==> src/rtl/bus_pkg.sv <==
// bus_pkg: shared definitions for the common-bus transfer controller.
//   - state_e : sequencer states (IDLE, SEL, XFER, ACK)
//   - OP_*    : per-requester operation codes
//   - DEF_*   : default widths for requesters, registers and register index
//   - idx_w() : index width for a one-hot vector of n bits (at least 1)
package bus_pkg;

  localparam int DEF_N_REQ = 4;
  localparam int DEF_N_REG = 8;
  localparam int DEF_SW    = 3;

  localparam logic [1:0] OP_XFER = 2'b00;
  localparam logic [1:0] OP_INC  = 2'b01;
  localparam logic [1:0] OP_CLR  = 2'b10;
  localparam logic [1:0] OP_RSVD = 2'b11;

  typedef enum logic [1:0] {
    ST_IDLE = 2'd0,
    ST_SEL  = 2'd1,
    ST_XFER = 2'd2,
    ST_ACK  = 2'd3
  } state_e;

  function automatic int idx_w(input int n);
    return (n > 1) ? $clog2(n) : 1;
  endfunction

endpackage

==> src/rtl/bus_xfer_ctrl_if.sv <==
// bus_xfer_ctrl_if: requester/bus-register side of the transfer controller.
//   req/op/src/dst : per-requester request level and packed fields
//   gnt/done/err/busy : handshake back to the requesters
//   bus_sel : common-bus source mux select
//   reg_ld/reg_inc/reg_clr : one-hot destination register strobes
// Modports: master = requesters + register bank, slave = controller.
interface bus_xfer_ctrl_if
  import bus_pkg::*;
#(
  parameter int N_REQ = DEF_N_REQ,
  parameter int N_REG = DEF_N_REG,
  parameter int SW    = DEF_SW
);
  logic [N_REQ-1:0]    req;
  logic [2*N_REQ-1:0]  op;
  logic [SW*N_REQ-1:0] src;
  logic [SW*N_REQ-1:0] dst;
  logic [N_REQ-1:0]    gnt;
  logic [N_REQ-1:0]    done;
  logic                err;
  logic                busy;
  logic [SW-1:0]       bus_sel;
  logic [N_REG-1:0]    reg_ld;
  logic [N_REG-1:0]    reg_inc;
  logic [N_REG-1:0]    reg_clr;

  modport master (
    output req, op, src, dst,
    input  gnt, done, err, busy, bus_sel, reg_ld, reg_inc, reg_clr
  );

  modport slave (
    input  req, op, src, dst,
    output gnt, done, err, busy, bus_sel, reg_ld, reg_inc, reg_clr
  );
endinterface

==> src/rtl/bus_rr_pick.sv <==
// bus_rr_pick: combinational winner select.
//   req    : request vector to arbitrate
//   ptr    : index holding highest priority (round-robin)
//   any    : at least one request present
//   onehot : one-hot winner
//   idx    : winner index
// With BUS_XFER_FIXED_PRI_EN defined this is a lowest-index priority
// encoder and ptr is ignored.
module bus_rr_pick
  import bus_pkg::*;
#(
  parameter int N_REQ = DEF_N_REQ,
  parameter int PW    = idx_w(N_REQ)
) (
  input  logic [N_REQ-1:0] req,
  input  logic [PW-1:0]    ptr,
  output logic             any,
  output logic [N_REQ-1:0] onehot,
  output logic [PW-1:0]    idx
);

`ifdef BUS_XFER_FIXED_PRI_EN
  // Scan from the top down so the lowest pending index is the last write.
  always_comb begin
    any = 1'b0;
    idx = '0;
    for (int i = N_REQ - 1; i >= 0; i--) begin
      if (req[i]) begin
        any = 1'b1;
        idx = PW'(i);
      end
    end
  end
`else
  logic [PW-1:0] cand;

  // Walk the requesters starting at ptr, wrapping; first pending one wins.
  always_comb begin
    any  = 1'b0;
    idx  = '0;
    cand = '0;
    for (int i = 0; i < N_REQ; i++) begin
      cand = PW'((int'(ptr) + i) % N_REQ);
      if (!any && req[cand]) begin
        any = 1'b1;
        idx = cand;
      end
    end
  end
`endif

  for (genvar gi = 0; gi < N_REQ; gi++) begin : g_onehot
    assign onehot[gi] = any && (idx == PW'(gi));
  end

endmodule

==> src/rtl/bus_xfer_ctrl.sv <==
// bus_xfer_ctrl: sequencer/arbiter for the shared common bus.
//   clk : clock, all state changes on the rising edge
//   clr : synchronous active-high reset
//   bus : bus_xfer_ctrl_if slave modport (requests in; grant, done, err,
//         busy, bus source select and register strobes out)
// One transaction takes three cycles: SEL (grant, bus_sel settles),
// XFER (one strobe), ACK (done/err). Every output is decoded from
// registered state only.
// Build option: define BUS_XFER_FIXED_PRI_EN for fixed lowest-index
// priority (no round-robin pointer); default is round-robin.
module bus_xfer_ctrl
  import bus_pkg::*;
#(
  parameter int N_REQ = DEF_N_REQ,
  parameter int N_REG = DEF_N_REG,
  parameter int SW    = DEF_SW
) (
  input logic             clk,
  input logic             clr,
  bus_xfer_ctrl_if.slave  bus
);

  localparam int PW = idx_w(N_REQ);

  state_e           state_q, state_d;
  logic [N_REQ-1:0] win_oh_q, win_oh_d;
  logic [1:0]       op_q, op_d;
  logic [SW-1:0]    src_q, src_d;
  logic [SW-1:0]    dst_q, dst_d;
  logic             ill_q, ill_d;
  logic [PW-1:0]    ptr_q;

  logic [N_REQ-1:0] pick_req;
  logic             pick_any;
  logic [N_REQ-1:0] pick_oh;
  logic [PW-1:0]    pick_idx;
  logic [1:0]       op_sel;
  logic [SW-1:0]    src_sel, dst_sel;
  logic             ill_sel;
  logic             take;

  // In ACK the current winner's req is still its old request (it only sees
  // done this cycle), so it is excluded; if it is held it is picked up again
  // from IDLE. Under fixed priority a held req simply wins again.
  always_comb begin
    pick_req = bus.req;
`ifndef BUS_XFER_FIXED_PRI_EN
    if (state_q == ST_ACK) pick_req = bus.req & ~win_oh_q;
`endif
  end

  bus_rr_pick #(
    .N_REQ (N_REQ),
    .PW    (PW)
  ) u_pick (
    .req    (pick_req),
    .ptr    (ptr_q),
    .any    (pick_any),
    .onehot (pick_oh),
    .idx    (pick_idx)
  );

  // Fields of the candidate winner, muxed by its one-hot.
  always_comb begin
    op_sel  = OP_XFER;
    src_sel = '0;
    dst_sel = '0;
    for (int i = 0; i < N_REQ; i++) begin
      if (pick_oh[i]) begin
        op_sel  = bus.op[2*i +: 2];
        src_sel = bus.src[SW*i +: SW];
        dst_sel = bus.dst[SW*i +: SW];
      end
    end
    ill_sel = (op_sel == OP_RSVD) ||
              (int'(dst_sel) >= N_REG) ||
              ((op_sel == OP_XFER) && (int'(src_sel) >= N_REG));
  end

  always_comb begin
    state_d  = state_q;
    win_oh_d = win_oh_q;
    op_d     = op_q;
    src_d    = src_q;
    dst_d    = dst_q;
    ill_d    = ill_q;
    take     = 1'b0;
    case (state_q)
      ST_IDLE: take = pick_any;
      ST_SEL:  state_d = ST_XFER;
      ST_XFER: state_d = ST_ACK;
      ST_ACK: begin
        take = pick_any;
        if (!pick_any) state_d = ST_IDLE;
      end
      default: state_d = ST_IDLE;
    endcase
    // Fields are captured only at the grant; later changes are ignored.
    if (take) begin
      state_d  = ST_SEL;
      win_oh_d = pick_oh;
      op_d     = op_sel;
      src_d    = src_sel;
      dst_d    = dst_sel;
      ill_d    = ill_sel;
    end
  end

  always_ff @(posedge clk) begin
    if (clr) begin
      state_q  <= ST_IDLE;
      win_oh_q <= '0;
      op_q     <= OP_XFER;
      src_q    <= '0;
      dst_q    <= '0;
      ill_q    <= 1'b0;
    end else begin
      state_q  <= state_d;
      win_oh_q <= win_oh_d;
      op_q     <= op_d;
      src_q    <= src_d;
      dst_q    <= dst_d;
      ill_q    <= ill_d;
    end
  end

`ifdef BUS_XFER_FIXED_PRI_EN
  assign ptr_q = '0;
`else
  logic [PW-1:0] ptr_d;

  // After a grant to w, w+1 (mod N_REQ) becomes highest priority.
  always_comb begin
    ptr_d = ptr_q;
    if (take) ptr_d = (pick_idx == PW'(N_REQ - 1)) ? '0 : pick_idx + 1'b1;
  end

  always_ff @(posedge clk) begin
    if (clr) ptr_q <= '0;
    else     ptr_q <= ptr_d;
  end
`endif

  // Handshake and bus select, decoded from registered state.
  always_comb begin
    bus.gnt     = '0;
    bus.done    = '0;
    bus.err     = 1'b0;
    bus.busy    = (state_q != ST_IDLE);
    bus.bus_sel = '0;
    if (state_q != ST_IDLE) begin
      bus.gnt = win_oh_q;
      if (op_q == OP_XFER) bus.bus_sel = src_q;
    end
    if (state_q == ST_ACK) begin
      bus.done = win_oh_q;
      bus.err  = ill_q;
    end
  end

  // Exactly one strobe in XFER for a legal request, none otherwise.
  logic fire;
  assign fire = (state_q == ST_XFER) && !ill_q;

  for (genvar gi = 0; gi < N_REG; gi++) begin : g_strobe
    logic hit;
    assign hit             = fire && (dst_q == SW'(gi));
    assign bus.reg_ld[gi]  = hit && (op_q == OP_XFER);
    assign bus.reg_inc[gi] = hit && (op_q == OP_INC);
    assign bus.reg_clr[gi] = hit && (op_q == OP_CLR);
  end

endmodule
==> src/flat_wrapper.sv <==
// flat-port wrapper written by rule: the top's interface ports become plain ports
module bus_xfer_ctrl_flat import bus_pkg::*;
#(
  parameter int N_REQ = DEF_N_REQ,
  parameter int N_REG = DEF_N_REG,
  parameter int SW    = DEF_SW
)
  (clk, clr, bus_req, bus_op, bus_src, bus_dst, bus_gnt, bus_done, bus_err, bus_busy, bus_bus_sel, bus_reg_ld, bus_reg_inc, bus_reg_clr);
  bus_xfer_ctrl_if #(.N_REQ(N_REQ), .N_REG(N_REG), .SW(SW)) bus_i ();
  input logic clk;
  input logic clr;
  input wire logic [$bits(bus_i.req)-1:0] bus_req;
  input wire logic [$bits(bus_i.op)-1:0] bus_op;
  input wire logic [$bits(bus_i.src)-1:0] bus_src;
  input wire logic [$bits(bus_i.dst)-1:0] bus_dst;
  output wire logic [$bits(bus_i.gnt)-1:0] bus_gnt;
  output wire logic [$bits(bus_i.done)-1:0] bus_done;
  output wire logic [$bits(bus_i.err)-1:0] bus_err;
  output wire logic [$bits(bus_i.busy)-1:0] bus_busy;
  output wire logic [$bits(bus_i.bus_sel)-1:0] bus_bus_sel;
  output wire logic [$bits(bus_i.reg_ld)-1:0] bus_reg_ld;
  output wire logic [$bits(bus_i.reg_inc)-1:0] bus_reg_inc;
  output wire logic [$bits(bus_i.reg_clr)-1:0] bus_reg_clr;
  assign bus_i.req = bus_req;
  assign bus_i.op = bus_op;
  assign bus_i.src = bus_src;
  assign bus_i.dst = bus_dst;
  assign bus_gnt = bus_i.gnt;
  assign bus_done = bus_i.done;
  assign bus_err = bus_i.err;
  assign bus_busy = bus_i.busy;
  assign bus_bus_sel = bus_i.bus_sel;
  assign bus_reg_ld = bus_i.reg_ld;
  assign bus_reg_inc = bus_i.reg_inc;
  assign bus_reg_clr = bus_i.reg_clr;
  bus_xfer_ctrl #(.N_REQ(N_REQ), .N_REG(N_REG), .SW(SW)) u_core (.clk(clk), .clr(clr), .bus(bus_i));
endmodule
==> config.mk <==
export PLATFORM = sky130hd
export DESIGN_NAME = bus_xfer_ctrl_flat
export DESIGN_NICKNAME = d
export VERILOG_FILES = /design/src/rtl/bus_pkg.sv /design/src/rtl/bus_xfer_ctrl_if.sv /design/src/rtl/bus_rr_pick.sv /design/src/rtl/bus_xfer_ctrl.sv /design/src/flat_wrapper.sv
export SDC_FILE = /design/constraint.sdc
export NUM_CORES = 1
export LEC_CHECK = 0
export BUFFER_PORTS_ARGS = -buffer_cell sky130_fd_sc_hd__buf_2
export CAP_MARGIN = 40
export CORE_MARGIN = 5
export CORE_UTILIZATION = 45
export DETAILED_ROUTE_END_ITERATION = 7
export GPL_TIMING_DRIVEN = 0
export HOLD_SLACK_MARGIN = 0.03
export PLACE_DENSITY_LB_ADDON = 0.25
export SKIP_CTS_REPAIR_TIMING = 1
export SYNTH_ARGS = -nofsm -noshare
export SYNTH_HDL_FRONTEND = slang
export SYNTH_SLANG_ARGS = --single-unit
==> constraint.sdc <==
create_clock -name clk -period 7.45 [get_ports clk]
set_input_delay 0.745 -clock clk [delete_from_list [all_inputs] [get_ports clk]]
set_output_delay 0.745 -clock clk [all_outputs]
set_load 0.02 [all_outputs]
==> out/metrics.cfg <==
[detailed_routing]
drc_errors = 0
wl_um = 4170
drtPass1Iterations = 5
viasPerCell = 5.098
wl_per_cell_um = 12.75
first_iter_violations = 83
vias = 1667
ant_nets = 0

[place]
hpwl_um = 3458
dp.cells = 323
place_congestion = 0.8189
portBuffers = 73
dpl_cell_area_um2 = 1897
pre_cts_ws_ns = 4.431

[setup_path]
worstPathArrival_ns = 3.18
worst-path-max-fanout = 10
critical_path.endpoint_type = register
critical_path_required_ns = 7.63
crit-reg2reg-launch = u_core.state_q[1]
crit_slowest_cell = a211oi_2
critPathKind = reg2reg
crit_path_start_kind = register
startpoint = u_core.state_q[1]
crit_chain = ha_1 > buf_6 > and2_1 > nor2_2 > o21ai_0 > a211oi_2 > ha_1 > clkbuf_1 > o21ai_0 > a32oi_1 > o32ai_1
max_stage_delay_ns = 0.39

[grt]
grt_use_total_pct = 19.23
grt_pass1_vias = 1547
antenna_found_initial = 0
grt_overflow = 0
grt_max_degree = 11
grt_pass1_wl_um = 6810

[yosys]
synth_fp_nets = 252
yosysSeqAreaShare_pct = 23.05
yosys_warnings = 0
synthSimpleGateAreaFrac_pct = 31.36
synth_top_family_by_area = simple AND/OR/NAND/NOR gates
syn_avg_cell_area_um2 = 7.167
synth_adder_area_share_pct = 6.780
muxShareOfSynthArea_pct = 3.390
synth_seq_cells = 17
synth_compound_area_share_pct = 28.05
synth_area_um2 = 1476
synthXorXnorAreaFrac_pct = 0
synthCells = 206
yosysUniqueCellTypes = 39

[pwr]
p_leak_nw = 0.9595
p_int_mw = 0.3284
combPwrFrac_pct = 67.9
vdd_drop_max_mv = 0.1622
power_density_nw_per_um2 = 342.6
p_sw_share_pct = 50.18
pwr-share-clk_pct = 7.9
p_switching_mw = 0.3308
seq_power_share_pct = 24.2

[sta]
fmax_mhz = 333.3
period_share_pct = 40.27
timing.final.ws_setup_ns = 4.450
final_hold_viol_count = 0
timing.setup.tns_ns = 0
final_max_slew_viol_count = 0
fin_hold_ws_ns = 0.5143
period_needed_ns = 3.000
finClkSkew_ns = 0.01062
worst_pin_slew_ns = 0.5406
setup_violations = 0
relSlewSlack_pct = 63.96
grt_setup_unrepaired = false

[finish]
syn2layout_area_growth_pct = 30.34
nFillCells = 328
layout.cells.non_filler = 327
multi_input_area_um2 = 1027
design_area_um2 = 1924
drive_above_1_share_pct = 33.92
final_cell_mix = buf_2, nor2_1, nand2_1, dfxtp_1, inv_1
nets = 330
final_common_cell = buf_2
antenna_cells = 0
regArea_um2 = 340.3

[floorplan]
fp.dieW_um = 67.28
rows = 20
start_util_pct = 47.58
dieHeight_um = 67.28
design.die.area_um2 = 4527
core_area_um2 = 3103
ios = 75

[outcome]
status = completed

[cts]
htree_levels = 1
clock_latency_ns = 0.30
numCtsBuffers = 3
clk_pin_slew_ns = 0.11
cts_tree = yes
root_buffer = clkbuf_4
cts_num_sinks = 17
cts.path.max_buffers = 2

[min_path]
worstHoldStart = u_core.op_q[1]
hp-class = reg2reg

[flow_run]
drv_cap = 0

-- final cells by class --
type / count / area share [%]
multi-input combinational: 166 / 53.38
clock inverter: 1 / 0.2601
tap: 44 / 2.861
inverter: 12 / 2.341
buffer: 11 / 3.316
sequential: 17 / 17.69
clock buffer: 3 / 1.170
timing repair buffer: 73 / 18.99
-- flip-flops by register name, summed over array words and instances, names as in the netlist --
| signal | flops |
|---|---|
| u_core.dst_q | 3 |
| u_core.src_q | 3 |
| u_core.state_q | 2 |
| u_core.ptr_q | 2 |
| u_core.win_oh_q | 4 |
| u_core.op_q | 2 |
| u_core.ill_q | 1 |
-- per-layer routing --
| layer | up-vias | GRT usage [%] | routed length [µm] |
|---|---|---|---|
| met5 | - | 0 | 0 |
| met4 | 0 | 6.582 | 64 |
| met3 | 8 | 2.496 | 250 |
| met2 | 55 | 35.09 | 2106 |
| met1 | 743 | 22.90 | 1748 |
| li1 | 861 | - | - |
-- worst max-delay path, delay by kind of cell, from the launching register on --
family / cells / cell delay (ns)
AND/OR/NAND/NOR: 2 / 0.32
flip-flops: 1 / 0.36
buffers and inverters: 2 / 0.52
adder cells (fa/ha/maj): 2 / 0.57
AO/OA/AOI/OAI: 5 / 1.11
-- synthesized netlist by cell type --
cell	count	area (µm²)
nor3_1	1	5.000
ha_1	8	100.1
a21bo_2	2	20.02
a211oi_2	2	25.02
a311oi_2	4	60.06
nand3_1	6	30.03
inv_1	11	41.29
a211o_1	1	8.760
nor3b_1	1	7.510
buf_1	1	3.750
a211oi_1	1	7.510
o32ai_1	1	8.760
o22a_1	1	8.760
nand2_1	28	105.1
o221a_4	1	20.02
mux2i_1	5	50.05
a21boi_0	1	7.510
a32oi_1	1	8.760
nor2b_1	7	43.79
and2_1	6	37.54
a22o_1	1	8.760
nor2_1	44	165.2
o21a_1	2	15.01
nand2b_1	6	37.54
o221ai_1	5	43.79
nor2_2	3	18.77
o21ai_2	1	8.760
o21ai_0	10	50.05
or2_2	1	6.260
a311oi_1	2	17.52
a221oi_1	3	26.28
and3_1	1	6.260
dfxtp_1	17	340.3
clkbuf_1	7	26.28
a31oi_4	1	21.27
inv_2	1	3.750
o22ai_1	2	12.51
buf_6	3	33.78
a21oi_1	7	35.03
-- through the flow --
step / utilization, % / total power, mW
after global routing: 62.02 / 0.7222
final: 62.02 / 0.6593
after detailed placement: 61.13 / 0.6090
after floorplan: - / 0.5040
after CTS: 62.02 / 0.6599
after global placement: 61.13 / 0.6014
-- power by group through the flow --
stage	logic [mW]	clock network (mW)	registers, mW
finish	0.448	0.0523	0.159
floorplan	0.352	0	0.152
global route	0.499	0.0582	0.165
CTS	0.449	0.0521	0.159
detailed placement	0.448	0	0.161
global placement	0.443	0	0.159
-- final timing paths --
| kind | end | slack, ns | depth (start not counted) |
|---|---|---|---|
| min reg2reg | u_core.op_q[1] | 0.51 | 2 |
| max reg2reg | u_core.ill_q | 4.45 | 11 |
| min | u_core.op_q[1] | 0.51 | 2 |
| max | u_core.ill_q | 4.45 | 11 |
-- kinds of logic after synthesis --
logic type / after synthesis
adders and majority gates: 8
DFF: 17
and+or+nand+nor: 104
buffers and inverters: 23
muxes: 5
AOI/OAI and AO/OA: 49
No activity file was read; power rests on OpenSTA's default activity.
